`src/rtl/sprite_dispatcher_pkg.sv`:
```
// sprite_dispatcher_pkg
//   Shared widths and types for the sprite broadcast bus. The stream-processor
//   array imports the same bundle widths so both ends of the bus agree.
//   Contents: pixel/row/bundle widths, band/depth/column widths, the
//   dispatcher state enum and the latched command-field struct.
package sprite_dispatcher_pkg;

  localparam int PIXEL_W    = 8;
  localparam int ROW_PIXELS = 16;
  localparam int ROW_W      = PIXEL_W * ROW_PIXELS;  // 128
  localparam int BUNDLE_W   = 2 * ROW_W;             // 256: even row low, odd row high
  localparam int BAND_W     = 4;
  localparam int Z_W        = 8;
  localparam int X_W        = 4;

  typedef enum logic [1:0] {
    IDLE = 2'd0,
    RD0  = 2'd1,
    RD1  = 2'd2,
    CAP  = 2'd3
  } state_e;

  // Broadcast fields captured at command accept and held for the whole sprite.
  typedef struct packed {
    logic [X_W-1:0]    start_x;
    logic [Z_W-1:0]    position_z;
    logic [BAND_W-1:0] band_base;
  } cmd_fields_t;

endpackage

```
`src/rtl/sprite_dispatcher.sv`:
```
// sprite_dispatcher
//   Transmit side of the stream-processor broadcast bus. Accepts one sprite
//   command, reads the texture two rows per band from texture memory, packs
//   each row pair into a 256-bit bundle and broadcasts it for one cycle.
//   Three cycles per band: RD0 (read even row), RD1 (read odd row, capture
//   even row), CAP (register bundle; strobe appears next cycle).
// Ports:
//   clk, reset                 clock, synchronous active-high reset
//   i_cmd_valid / o_cmd_ready  command handshake
//   i_cmd_tex_base             word address of sprite row 0
//   i_cmd_start_x              left column within the band
//   i_cmd_position_z           depth (0 = clear pass, forwarded as-is)
//   i_cmd_band_base            first target band
//   o_mem_rd_en / o_mem_addr   texture read; i_mem_data valid one cycle later
//   o_ena                      one-cycle bundle strobe
//   o_texture_data             {odd row, even row}
//   o_start_x/o_position_z     broadcast fields
//   o_band                     target band for this bundle (wraps mod 16)
//   o_done                     pulses with the final bundle
//   o_busy                     high from accept until the final bundle
// TEX_ROWS must be even and at least 2.
module sprite_dispatcher
  import sprite_dispatcher_pkg::*;
#(
  parameter int TEX_ROWS   = 16,
  parameter int MEM_ADDR_W = 12
) (
  input  logic                  clk,
  input  logic                  reset,
  input  logic                  i_cmd_valid,
  output logic                  o_cmd_ready,
  input  logic [MEM_ADDR_W-1:0] i_cmd_tex_base,
  input  logic [X_W-1:0]        i_cmd_start_x,
  input  logic [Z_W-1:0]        i_cmd_position_z,
  input  logic [BAND_W-1:0]     i_cmd_band_base,
  output logic                  o_mem_rd_en,
  output logic [MEM_ADDR_W-1:0] o_mem_addr,
  input  logic [ROW_W-1:0]      i_mem_data,
  output logic                  o_ena,
  output logic [BUNDLE_W-1:0]   o_texture_data,
  output logic [X_W-1:0]        o_start_x,
  output logic [Z_W-1:0]        o_position_z,
  output logic [BAND_W-1:0]     o_band,
  output logic                  o_done,
  output logic                  o_busy
);

  localparam int NBANDS = TEX_ROWS / 2;
  localparam int KW     = (NBANDS > 1) ? $clog2(NBANDS) : 1;
  localparam logic [KW-1:0] K_LAST = KW'(NBANDS - 1);

  state_e                r_state, w_state_nxt;
  logic [KW-1:0]         r_k;       // band pair counter
  logic [MEM_ADDR_W-1:0] r_base;
  cmd_fields_t           r_cmd;
  logic [ROW_W-1:0]      r_row0;    // even row of the current pair
  logic [MEM_ADDR_W-1:0] w_pair_addr;
  logic                  w_last;
  logic                  w_accept;

  // Address arithmetic is MEM_ADDR_W wide so it wraps naturally.
  assign w_pair_addr = r_base + (MEM_ADDR_W'(r_k) << 1);
  assign w_last      = (r_k == K_LAST);

  assign o_busy      = (r_state != IDLE);
  assign o_cmd_ready = !o_busy;
  assign w_accept    = o_cmd_ready && i_cmd_valid;

  always_comb begin
    w_state_nxt = r_state;
    o_mem_rd_en = 1'b0;
    o_mem_addr  = '0;
    unique case (r_state)
      IDLE: if (w_accept) w_state_nxt = RD0;
      RD0: begin
        o_mem_rd_en = 1'b1;
        o_mem_addr  = w_pair_addr;
        w_state_nxt = RD1;
      end
      RD1: begin
        o_mem_rd_en = 1'b1;
        o_mem_addr  = w_pair_addr + MEM_ADDR_W'(1);
        w_state_nxt = CAP;
      end
      CAP:     w_state_nxt = w_last ? IDLE : RD0;
      default: w_state_nxt = IDLE;
    endcase
  end

  always_ff @(posedge clk) begin
    if (reset) begin
      r_state        <= IDLE;
      r_k            <= '0;
      r_base         <= '0;
      r_cmd          <= '0;
      r_row0         <= '0;
      o_ena          <= 1'b0;
      o_done         <= 1'b0;
      o_texture_data <= '0;
      o_start_x      <= '0;
      o_position_z   <= '0;
      o_band         <= '0;
    end else begin
      r_state <= w_state_nxt;
      o_ena   <= 1'b0;
      o_done  <= 1'b0;
      unique case (r_state)
        IDLE: if (w_accept) begin
          r_base           <= i_cmd_tex_base;
          r_cmd.start_x    <= i_cmd_start_x;
          r_cmd.position_z <= i_cmd_position_z;
          r_cmd.band_base  <= i_cmd_band_base;
          r_k              <= '0;
        end
        // Data for the RD0 read arrives while in RD1.
        RD1: r_row0 <= i_mem_data;
        // Odd row arrives while in CAP; the bundle is registered here so the
        // strobe and its payload appear together on the next cycle.
        CAP: begin
          o_texture_data <= {i_mem_data, r_row0};
          o_start_x      <= r_cmd.start_x;
          o_position_z   <= r_cmd.position_z;
          o_band         <= r_cmd.band_base + BAND_W'(r_k);
          o_ena          <= 1'b1;
          o_done         <= w_last;
          if (!w_last) r_k <= r_k + KW'(1);
        end
        default: ;
      endcase
    end
  end

endmodule

```
`config.mk`:
```
export PLATFORM = sky130hd
export DESIGN_NAME = sprite_dispatcher
export DESIGN_NICKNAME = d
export VERILOG_FILES = /design/src/rtl/sprite_dispatcher_pkg.sv /design/src/rtl/sprite_dispatcher.sv
export SDC_FILE = /design/constraint.sdc
export NUM_CORES = 1
export LEC_CHECK = 0
export CAP_MARGIN = 25
export CORE_MARGIN = 5
export CORE_UTILIZATION = 40
export DETAILED_ROUTE_END_ITERATION = 8
export GPL_ROUTABILITY_DRIVEN = 0
export PLACE_DENSITY = 0.71
export SLEW_MARGIN = 15
export SYNTH_ARGS = -nofsm -noshare
export SYNTH_HDL_FRONTEND = slang
export SYNTH_SLANG_ARGS = --single-unit
```
`constraint.sdc`:
```
create_clock -name clk -period 5.5 [get_ports clk]
set_input_delay 0.55 -clock clk [delete_from_list [all_inputs] [get_ports clk]]
set_output_delay 0.55 -clock clk [all_outputs]
set_load 0.03 [all_outputs]
```
==> reports/metrics.cfg <==
[run_status]
status=finished clean

[cts]
root_buffer=clkbuf_16
hold_buffers=0
clk_pin_slew_ns=0.06
cts_setup_buffers=0
cts_tree=yes
numCtsBuffers=46
cts_sinks=435
insertion_delay_ns=0.56
ctsResizeCount=0
ctsHtreeMaxLevel=2
clockBufferDepth=3

[hold_path]
whs_path_depth=2
worstHoldPathType=flip-flop to flip-flop
min_to=r_cmd[13]
hp-start=r_cmd[13]

[worst_setup_path]
worstPathArrival_ns=3.99
reg2reg_depth=5
reg2reg_from=r_state[0]
worst-path-max-fanout=5
endpoint_kind=primary output
path_class=flip-flop to primary output
critPathRequiredTime_ns=4.95
worstSetupStartpointType=flip-flop
rrSetupSlack_ns=3.05
rr_endpoint=r_row0[53]

[cells_and_area]
syn_to_final_growth_pct=39.9
nets=2147
fill_cells=3430
fin_area_mm2=0.0225
drive_gt1_share_pct=5.29

[floorplan]
initial_core_util_pct=40.4
core-area_mm2=0.0397
dieHeight_um=210
dieArea_mm2=0.0443
num_io_pins=448
die_w_um=210
rows=73

[yosys]
synth_top_area_share_pct=54.2
yosys.area.top_type=dfxtp_1
synth_common_cells=435 x dfxtp_1, 417 x nor2_1, 401 x mux2i_1
synth-xor-area-share_pct=0.818
synth_edf_count=0
yosysMostFrequentCell=dfxtp_1
async_flop_share_pct=0
synth_nets=1745
synth_compound_area_share_pct=2.92
synth.distinct_cells=52
syn_area_per_cell_um2=10.2
ys.flop_type=dfxtp_1
seq_area_frac_synth_pct=54.2
synthSimpleGateAreaFrac_pct=12.8
muxShareOfSynthArea_pct=25.1
synth_area_mm2=0.0161
yosysWarnings=0
ys_ff_latch=435
synth_area_leaders=dfxtp_1 54%, mux2i_1 25%, nor2_1 9.7%
synth_fa_ha_area_share_pct=1.26
synthCells=1571
synth_top_family_by_area=multiplexers

[detailed_routing]
via_per_inst=4.83
post_drt_wl_per_cell_um=17.5
drtIter0Drc=650
drt-total-wl_um=44100
dr.pass1.iters=4
num_vias=12200
remaining_drc_errors=0
antenna_left=0

[sta]
setup_viol=0
layout_min_cycle_time_ns=4.54
holdWs_ns=0.453
fin_crit_sh_pct=82.6
max_slew_margin_pct=28.3
fmax_mhz=220
setup_slack_ns=0.957
fin_setup_tns_ns=0
maxSlewViolCount=0
worst_pin_slew_ns=1.08
fin_skew_ns=0.0208
hold_viol=0
rsz0062_at_grt=no

[place]
postPlaceCellArea_mm2=0.0209
dp_hpwl_um=30900
portBuffers=447
place_ws_ns=1.52

[global_routing]
antenna_found_initial=3
grt_use_total_pct=19.2
grt_start_max_net_pins=179
overflow=0
grt_pass1_vias=12400
grt_pass1_wl_um=69100

[power]
p_leak_nw=7.75
p_per_area_mw_per_mm2=392
vdd_ir_drop_max_mv=0.262

[run]
cap_violations=0

## how the worst max path moves through the flow
stage	start	endpoint	slack [ns]
after floorplan	r_k[0]	o_mem_addr[10]	2.26
after global placement	r_k[0]	o_mem_addr[5]	1.62
after detailed placement	r_k[0]	o_mem_addr[5]	1.52
after CTS	r_k[0]	o_mem_addr[5]	0.90
after global routing	r_k[0]	o_mem_addr[5]	0.80
final	r_k[0]	o_mem_addr[5]	0.96
## cells in the final DEF (no fill, tap or decap), drive strengths merged, types with 3 or more instances in the layout
cell,count
a21oi,40
nand3b,3
o31ai,3
mux2i,401
bufinv,4
xnor2,11
buf,12
clkbuf,61
dfxtp,435
a211oi,3
nand3,9
a22oi,3
a31oi,4
nor2b,5
nand2b,3
ha,13
o21ai,4
xor2,4
nand2,64
clkinv,12
clkdlybuf4s50,446
inv,13
nor2,417
## sequential cells by signal (all words and copies together), names as in the netlist
signal	flops
o_texture_data	256
r_row0	128
r_cmd	16
r_base	12
o_position_z	8
o_band	4
o_start_x	4
r_k	3
r_state	2
o_done	1
o_ena	1
## stage by stage
step / cells / total power [mW] / util [%]
6_report: 2529 / 8.81 / 56.6
3_5_place_dp: 2449 / 5.79 / 52.7
2_1_floorplan: 1571 / 5.12 / -
4_1_cts: 2527 / 8.91 / 56.5
3_3_place_gp: 2447 / 5.73 / 52.6
5_1_grt: 2528 / 9.25 / 56.6
## metal layers
metal,share of wire (%),routed length (um),track usage [%],vias up
met4,2.5,1120,6.33,4
met1,41,18300,23.2,5759
met3,9.7,4270,7.75,71
li1,-,-,-,6032
met2,46,20400,31.3,348
met5,0.077,34,0,-
## cells by family after synthesis
| kind of cell | Yosys count |
|---|---|
| AO/OA/AOI/OAI | 70 |
| multiplexers | 402 |
| AND/OR/NAND/NOR | 518 |
| XOR/XNOR | 15 |
| flip-flops | 435 |
| buffers and inverters | 116 |
| adder cells (fa/ha/maj) | 15 |
## report_power, final
part           leakage (nW)  internal, mW  switching [mW]
clock                 0.758          1.86            1.23
sequential             3.52          3.47           0.186
combinational          3.48         0.919            1.14
total                  7.75          6.25            2.56
## area by class of cell
cell class / count / area, um2 / area share [%]
Sequential cell: 435 / 8710 / 38.8
Timing Repair Buffer: 458 / 4640 / 20.7
Clock inverter: 17 / 193 / 0.857
Clock buffer: 61 / 1320 / 5.87
Antenna cell: 1 / 2.50 / 0.0111
Tap cell: 525 / 657 / 2.92
Inverter: 12 / 45.0 / 0.200
Multi-Input combinational cell: 1020 / 6900 / 30.7
## critical path: stages (launching register included)
cell and delay, ns:
dfxtp_1 0.41, ha_1 0.22, inv_1 0.06, fa_1 0.50
nand3b_1 0.24, or3_2 0.53, o31ai_1 0.43, nor2b_1 0.19
o31a_1 0.14, clkdlybuf4s50_1 0.72
(Power assumes the default switching activity.)
==> RTL change 1: new RTL, same settings <==
Set the parameter `MEM_ADDR_W` to 10 (it was 12).
--- a/src/rtl/sprite_dispatcher.sv
+++ b/src/rtl/sprite_dispatcher.sv
@@ -25,3 +25,3 @@
   parameter int TEX_ROWS   = 16,
-  parameter int MEM_ADDR_W = 12
+  parameter int MEM_ADDR_W = 10
 ) (
Interface: changed (resized i_cmd_tex_base and o_mem_addr); port bits go from 448 to 444. The function was not compared with the original's and may differ.
==> RTL change 1 against the original RTL <==
Routed wire length fell by 3.1%; clock skew hardly changed; count of clock-buffer cells in the layout is 6 higher; power rose by 1.1%; maximum frequency increased by 12%; core utilization rose by 0.92 points; critical path type unchanged; combinational power about the same; area after synthesis decreased by 1.6%; worst setup slack better by 470 ps; register-to-register slack better by 40 ps; cell area is 0.69% lower; die area is 1.5% lower; synthesized cell count decreased by 2.6%; sequential cell count is 2 lower.
==> RTL change 1: results (changes against the original RTL) <==
Run status - finished clean (unchanged)
Wl on met1 - 18.1 mm (was 18.3 mm)
Ys Warns - 0 (unchanged)
VDD IR max - 302 uV (was 262 uV)
Nets - 2106 (was 2147)
Worst Skew - 20.8 ps (about the same)
Clock-cell share - 7.19% (was 6.73%)
FF-to-FF Start - r_state[1] (was r_state[0])
Slowest CP cell - clkdlybuf4s50_1 (unchanged)
Port Buf Inserts - 443 (was 447)
Post-route non-filler standard cell count - 2491 (was 2529)
Flop2flop setup slack - 3090 ps (was 3050 ps)
Leak - 7.77 nW (was 7.75 nW)
N_diodes - 2 (was 1)
Register area share after synthesis - 54.9% (was 54.2%)
Met2 routed WL - 20.0 mm (was 20.4 mm)
Worst rel slew slack - 37.6% (was 28.3%)
Non-clock buffering overhead - 20.9% (was 20.7%)
Count of multi-input gates - 987 (was 1020)
Largest cells by area after synthesis - dfxtp_1 (55%), mux2i_1 (25%), nor2_1 (9.6%), nand2_1 (1.5%), clkbuf_1 (1.4%) (was dfxtp_1 (54%), mux2i_1 (25%), nor2_1 (9.7%), nand2_1 (1.5%), a21oi_1 (1.2%))
Number of fill cells - 3326 (was 3430)
Buffers, non-clock - 458 (unchanged)
CP arrival - 3520 ps (was 3990 ps)
Initial antenna violation count - 6 (was 3)
Area after DPL - 20700 um^2 (was 20900 um^2)
Ys async rst share - 0% (unchanged)
Invs w/o clock - 8 (was 12)
Dpl ws - 2000 ps (was 1520 ps)
FFs & Latches - 433 (was 435)
Met1 usage - 22.3% (was 23.2%)
DRT iter0 DRCs - 584 (was 650)
Hold Path Class - in -> reg (was reg -> reg)
CTS max path bufs - 3 (unchanged)
Clock latency at the later pin of the worst-skew pair - 570 ps
GR Util met3 - 7.18% (was 7.75%)
Register Area - 8670 um^2 (was 8710 um^2)
Layout cells sized above 1 - 5.23% (was 5.29%)
Worst r2r dst - o_texture_data[21] (was r_row0[53])
List of most frequent post-synthesis cells - dfxtp_1 (433), nor2_1 (404), mux2i_1 (400), nand2_1 (62), clkbuf_1 (58) (was dfxtp_1 (435), nor2_1 (417), mux2i_1 (401), nand2_1 (64), clkbuf_1 (51))
Synth Instances - 1530 (was 1571)
First-pass GRT wire length - 66.9 mm (was 69.1 mm)
Gr usage total - 18.7% (was 19.2%)
Post-DP HPWL - 29.9 mm (was 30.9 mm)
Met2 usage - 31.0% (was 31.3%)
Worst setup path endpoint - o_mem_addr[6] (was o_mem_addr[5])
Final core occ - 57.5% (was 56.6%)
Setup slack after layout - 1430 ps (was 957 ps)
Largest net degree at the start of global routing - 184 (was 179)
WL/cell - 17.2 um (was 17.5 um)
Clock buf count - 67 (was 61)
Top cell family by delay on the critical path - buffers and inverters (was simple AND/OR/NAND/NOR gates)
H-Tree Depth - 2 (unchanged)
Die area - 43600 um^2 (was 44300 um^2)
WL met3 - 3.56 mm (was 4.27 mm)
CP peak stage delay - 730 ps
Placed cells - 2402 (was 2449)
Vias - 11900 (was 12200)
Yosys cell types - 43 (was 52)
Synth Net Count - 1702 (was 1745)
Area of the multi-input gates - 6700 um^2 (was 6900 um^2)
RTL change 1: cell count changes after synthesis, sizes merged, moves of 3 or more:
| cell | unedited run | this run |
|---|---|---|
| a21boi | 0 | 3 |
| a21oi | 40 | 35 |
| a31oi | 4 | 1 |
| buf | 51 | 44 |
| clkbuf | 53 | 58 |
| inv | 12 | 8 |
| nor2 | 417 | 404 |
| or2b | 0 | 3 |
| xnor2 | 11 | 6 |
RTL change 1: worst register-to-register path, delay by kind of cell, from the launching register on:
kind	cells	cell delay, ps
and+or+nand+nor	1	60
DFF	1	460
adders and majority gates	1	650
buffers and inverters	2	810
muxes	1	290
RTL change 1: cells by family after synthesis:
| group | synth area share [%] |
|---|---|
| AND/OR/NAND/NOR | 12.7 |
| flip-flops | 54.9 |
| multiplexers | 25.3 |
| buffers and inverters | 2.93 |
| AO/OA/AOI/OAI | 2.26 |
| adder cells (fa/ha/maj) | 1.28 |
| XOR/XNOR | 0.610 |
RTL change 1: where the power goes:
| group | leakage [nW] | switching [W] | internal, W | total, W |
|---|---|---|---|---|
| clock | 0.793 | 0.00126 | 0.00196 | 0.00321 |
| combinational | 3.48 | 0.00113 | 0.000928 | 0.00206 |
| sequential | 3.50 | 0.000177 | 0.00346 | 0.00363 |
RTL change 1: worst min path at each step:
| stage | from | end | slack [ps] | cells after the start |
|---|---|---|---|---|
| after global routing | reset | o_texture_data[209] | 440 | 2 |
| after detailed placement | r_cmd[7] | r_cmd[7] | 450 | 2 |
| final | reset | o_texture_data[70] | 430 | 2 |
| after floorplan | r_cmd[10] | r_cmd[10] | 440 | 2 |
| after global placement | r_cmd[11] | r_cmd[11] | 440 | 2 |
| after CTS | reset | o_texture_data[56] | 410 | 2 |
==> RTL change 2: new RTL, same settings <==
Made on the original files. The 4 states of `state_e` get a one-hot encoding in 4 bits.
--- a/src/rtl/sprite_dispatcher_pkg.sv
+++ b/src/rtl/sprite_dispatcher_pkg.sv
@@ -15,7 +15,7 @@
 
-  typedef enum logic [1:0] {
-    IDLE = 2'd0,
-    RD0  = 2'd1,
-    RD1  = 2'd2,
-    CAP  = 2'd3
+  typedef enum logic [3:0] {
+    IDLE = 4'b0001,
+    RD0  = 4'b0010,
+    RD1  = 4'b0100,
+    CAP  = 4'b1000
   } state_e;
Function: same outputs for any inputs over 4 cycles, from zero or initial values and one cycle with reset high; so few cycles prove little.
==> RTL change 2 against the original RTL <==
Sequential cell count increased by 2; routed wire length increased by 8.3%; core utilization increased by 0.18 points; synthesized cell count increased by 27%; non-clock buffer count increased by 5; cell area decreased by 2.4%; area after synthesis decreased by 2.7%; die area decreased by 2.5%; clock skew decreased by 6.6 ps; worst setup slack improved by 250 ps.
Power is not compared: it rests on default switching activity, and its combinational part moved more than twofold at a synthesized area within 25%.
==> RTL change 2: results (changes against the original RTL) <==
Run status - finished clean (unchanged)
Hold Path Class - reg -> reg (unchanged)
Top flop regs - o_texture_data (256), r_row0 (128), r_cmd (16) (unchanged)
Flop2flop setup slack - 2910 ps (was 3050 ps)
VDD IR max - 199 uV
Drt total wl - 47.8 mm (was 44.1 mm)
Worst Skew - 14.2 ps (was 20.8 ps)
H-Tree Depth - 2 (unchanged)
Max FO, Critical Path - 5 (unchanged)
Register area share after synthesis - 56.0% (was 54.2%)
Worst Tran Pin Value - 1030 ps (was 1080 ps)
CTS max path bufs - 3 (unchanged)
Area after DPL - 20300 um^2 (was 20900 um^2)
Initial antenna violation count - 4 (was 3)
FF-to-FF Start - r_state[3] (was r_state[0])
First-pass GRT wire length - 74.6 mm (was 69.1 mm)
R2R cell count - 5 (unchanged)
Worst setup path endpoint - o_mem_addr[8] (was o_mem_addr[5])
Yosys cell types - 49 (was 52)
Largest net degree at the start of global routing - 172 (was 179)
Top cell family by delay on the critical path - buffers and inverters (was simple AND/OR/NAND/NOR gates)
Vias in the first global route - 13800 (was 12400)
Layout cells sized above 1 - 4.43% (was 5.29%)
Clock latency at the later pin of the worst-skew pair - 560 ps (about the same)
DRT iter0 DRCs - 919 (was 650)
CP arrival - 3740 ps (was 3990 ps)
CP startpoint - r_k[0] (unchanged)
Ys async rst share - 0% (unchanged)
Total gr overflow - 0 (unchanged)
Worst r2r dst - o_texture_data[108] (was r_row0[53])
List of most frequent post-synthesis cells - nand2_1 (869), dfxtp_1 (437), a21oi_1 (433), clkbuf_1 (108), buf_2 (37) (was dfxtp_1 (435), nor2_1 (417), mux2i_1 (401), nand2_1 (64), clkbuf_1 (51))
Gr usage total - 20.7% (was 19.2%)
Nets - 2530 (was 2147)
Synth Net Count - 2166 (was 1745)
# Post-CTS Setup Buffers - 0 (unchanged)
Quantity of gates resized following cts - 0 (unchanged)
Post-DP HPWL - 31.8 mm (was 30.9 mm)
CP peak stage delay - 720 ps (about the same)
Drt pass-1 iters - 7 (was 4)
Ys Warns - 0 (unchanged)
CTS Root Cell - clkbuf_16 (unchanged)
Vias - 14500 (was 12200)
Leak - 7.18 nW
Slowest CP cell - clkdlybuf4s50_1 (unchanged)
Cts bufs inserted - 45 (was 46)
Largest cells by area after synthesis - dfxtp_1 (56%), nand2_1 (21%), a21oi_1 (14%), clkbuf_1 (2.6%), buf_2 (1.2%) (was dfxtp_1 (54%), mux2i_1 (25%), nor2_1 (9.7%), nand2_1 (1.5%), a21oi_1 (1.2%))
Synth Flop Type - dfxtp_1 (unchanged)
Reg clk slew, reported paths - 60 ps (about the same)
RTL change 2: cell types whose count changed in the layout (fill, tap and decap cells not counted), moves of 4 or more:
cell,delta
a21oi_1,+394
buf_4,+8
clkinv_2,-5
inv_1,-4
mux2i_1,-401
nand2_1,+805
nand3_1,-8
nor2_1,-399
nor2b_1,-5
xnor2_1,-5
xor2_1,+5
RTL change 2: report_power, final:
part           internal, W  switching [W]
Sequential         0.00318      0.0000156
Clock              0.00194        0.00124
Combinational     0.000134       0.000139
RTL change 2: through the flow:
step | instances | power, W | hold slack, ps | setup WS, ps
2_1_floorplan | 1996 | 0.00336 | 432 | 2240
3_3_place_gp | 2829 | 0.00354 | 434 | 1860
3_5_place_dp | 2829 | 0.00354 | 443 | 1810
4_1_cts | 2908 | 0.00673 | 435 | 1200
5_1_grt | 2913 | 0.00688 | 460 | 999
6_report | 2913 | 0.00665 | 432 | 1210
RTL change 2: kinds of logic (layout without fill, tap and decap cells):
group / after synthesis / count (layout) / share of synthesized area (%)
simple gates: 914 / 914 / 22.6
compound gates: 465 / 465 / 15.6
flops: 437 / 437 / 56.0
buf+inv: 154 / 550 / 4.04
xor+xnor: 15 / 15 / 0.840
fa+ha+maj: 11 / 11 / 0.976
other cells: 0 / 3 / 0
RTL change 2: worst min path at each step:
stage               startpoint                 end  slack, ps  depth (start not counted)
floorplan             r_cmd[4]     o_position_z[0]        430                          2
global placement    r_row0[48]  o_texture_data[48]        430                          2
detailed placement  r_row0[43]  o_texture_data[43]        440                          2
CTS                 r_row0[92]  o_texture_data[92]        430                          2
global route         r_row0[7]   o_texture_data[7]        460                          2
finish              r_row0[92]  o_texture_data[92]        430                          2
RTL change 2: cell type report:
| cell class | instances | area (um^2) |
|---|---|---|
| inverter | 8 | 30.0 |
| tap | 518 | 648 |
| antenna | 3 | 7.51 |
| clock buffer | 62 | 1340 |
| sequential | 437 | 8750 |
| multi-input combinational | 1405 | 6270 |
| timing repair buffer | 463 | 4650 |
| fill | 3494 | 16700 |
| clock inverter | 17 | 229 |
RTL change 2: worst min-delay path, cell delays in order, from the launching register on:
cell and delay, ps:
dfxtp_1 310, nand2_1 50, a21oi_1 50
RTL change 2: per-layer routing:
metal | routed length (um) | GRT usage, %
met1 | 19700 | 25.3
met2 | 22100 | 33.4
met3 | 4790 | 8.92
met4 | 1270 | 6.18
met5 | 12 | 0
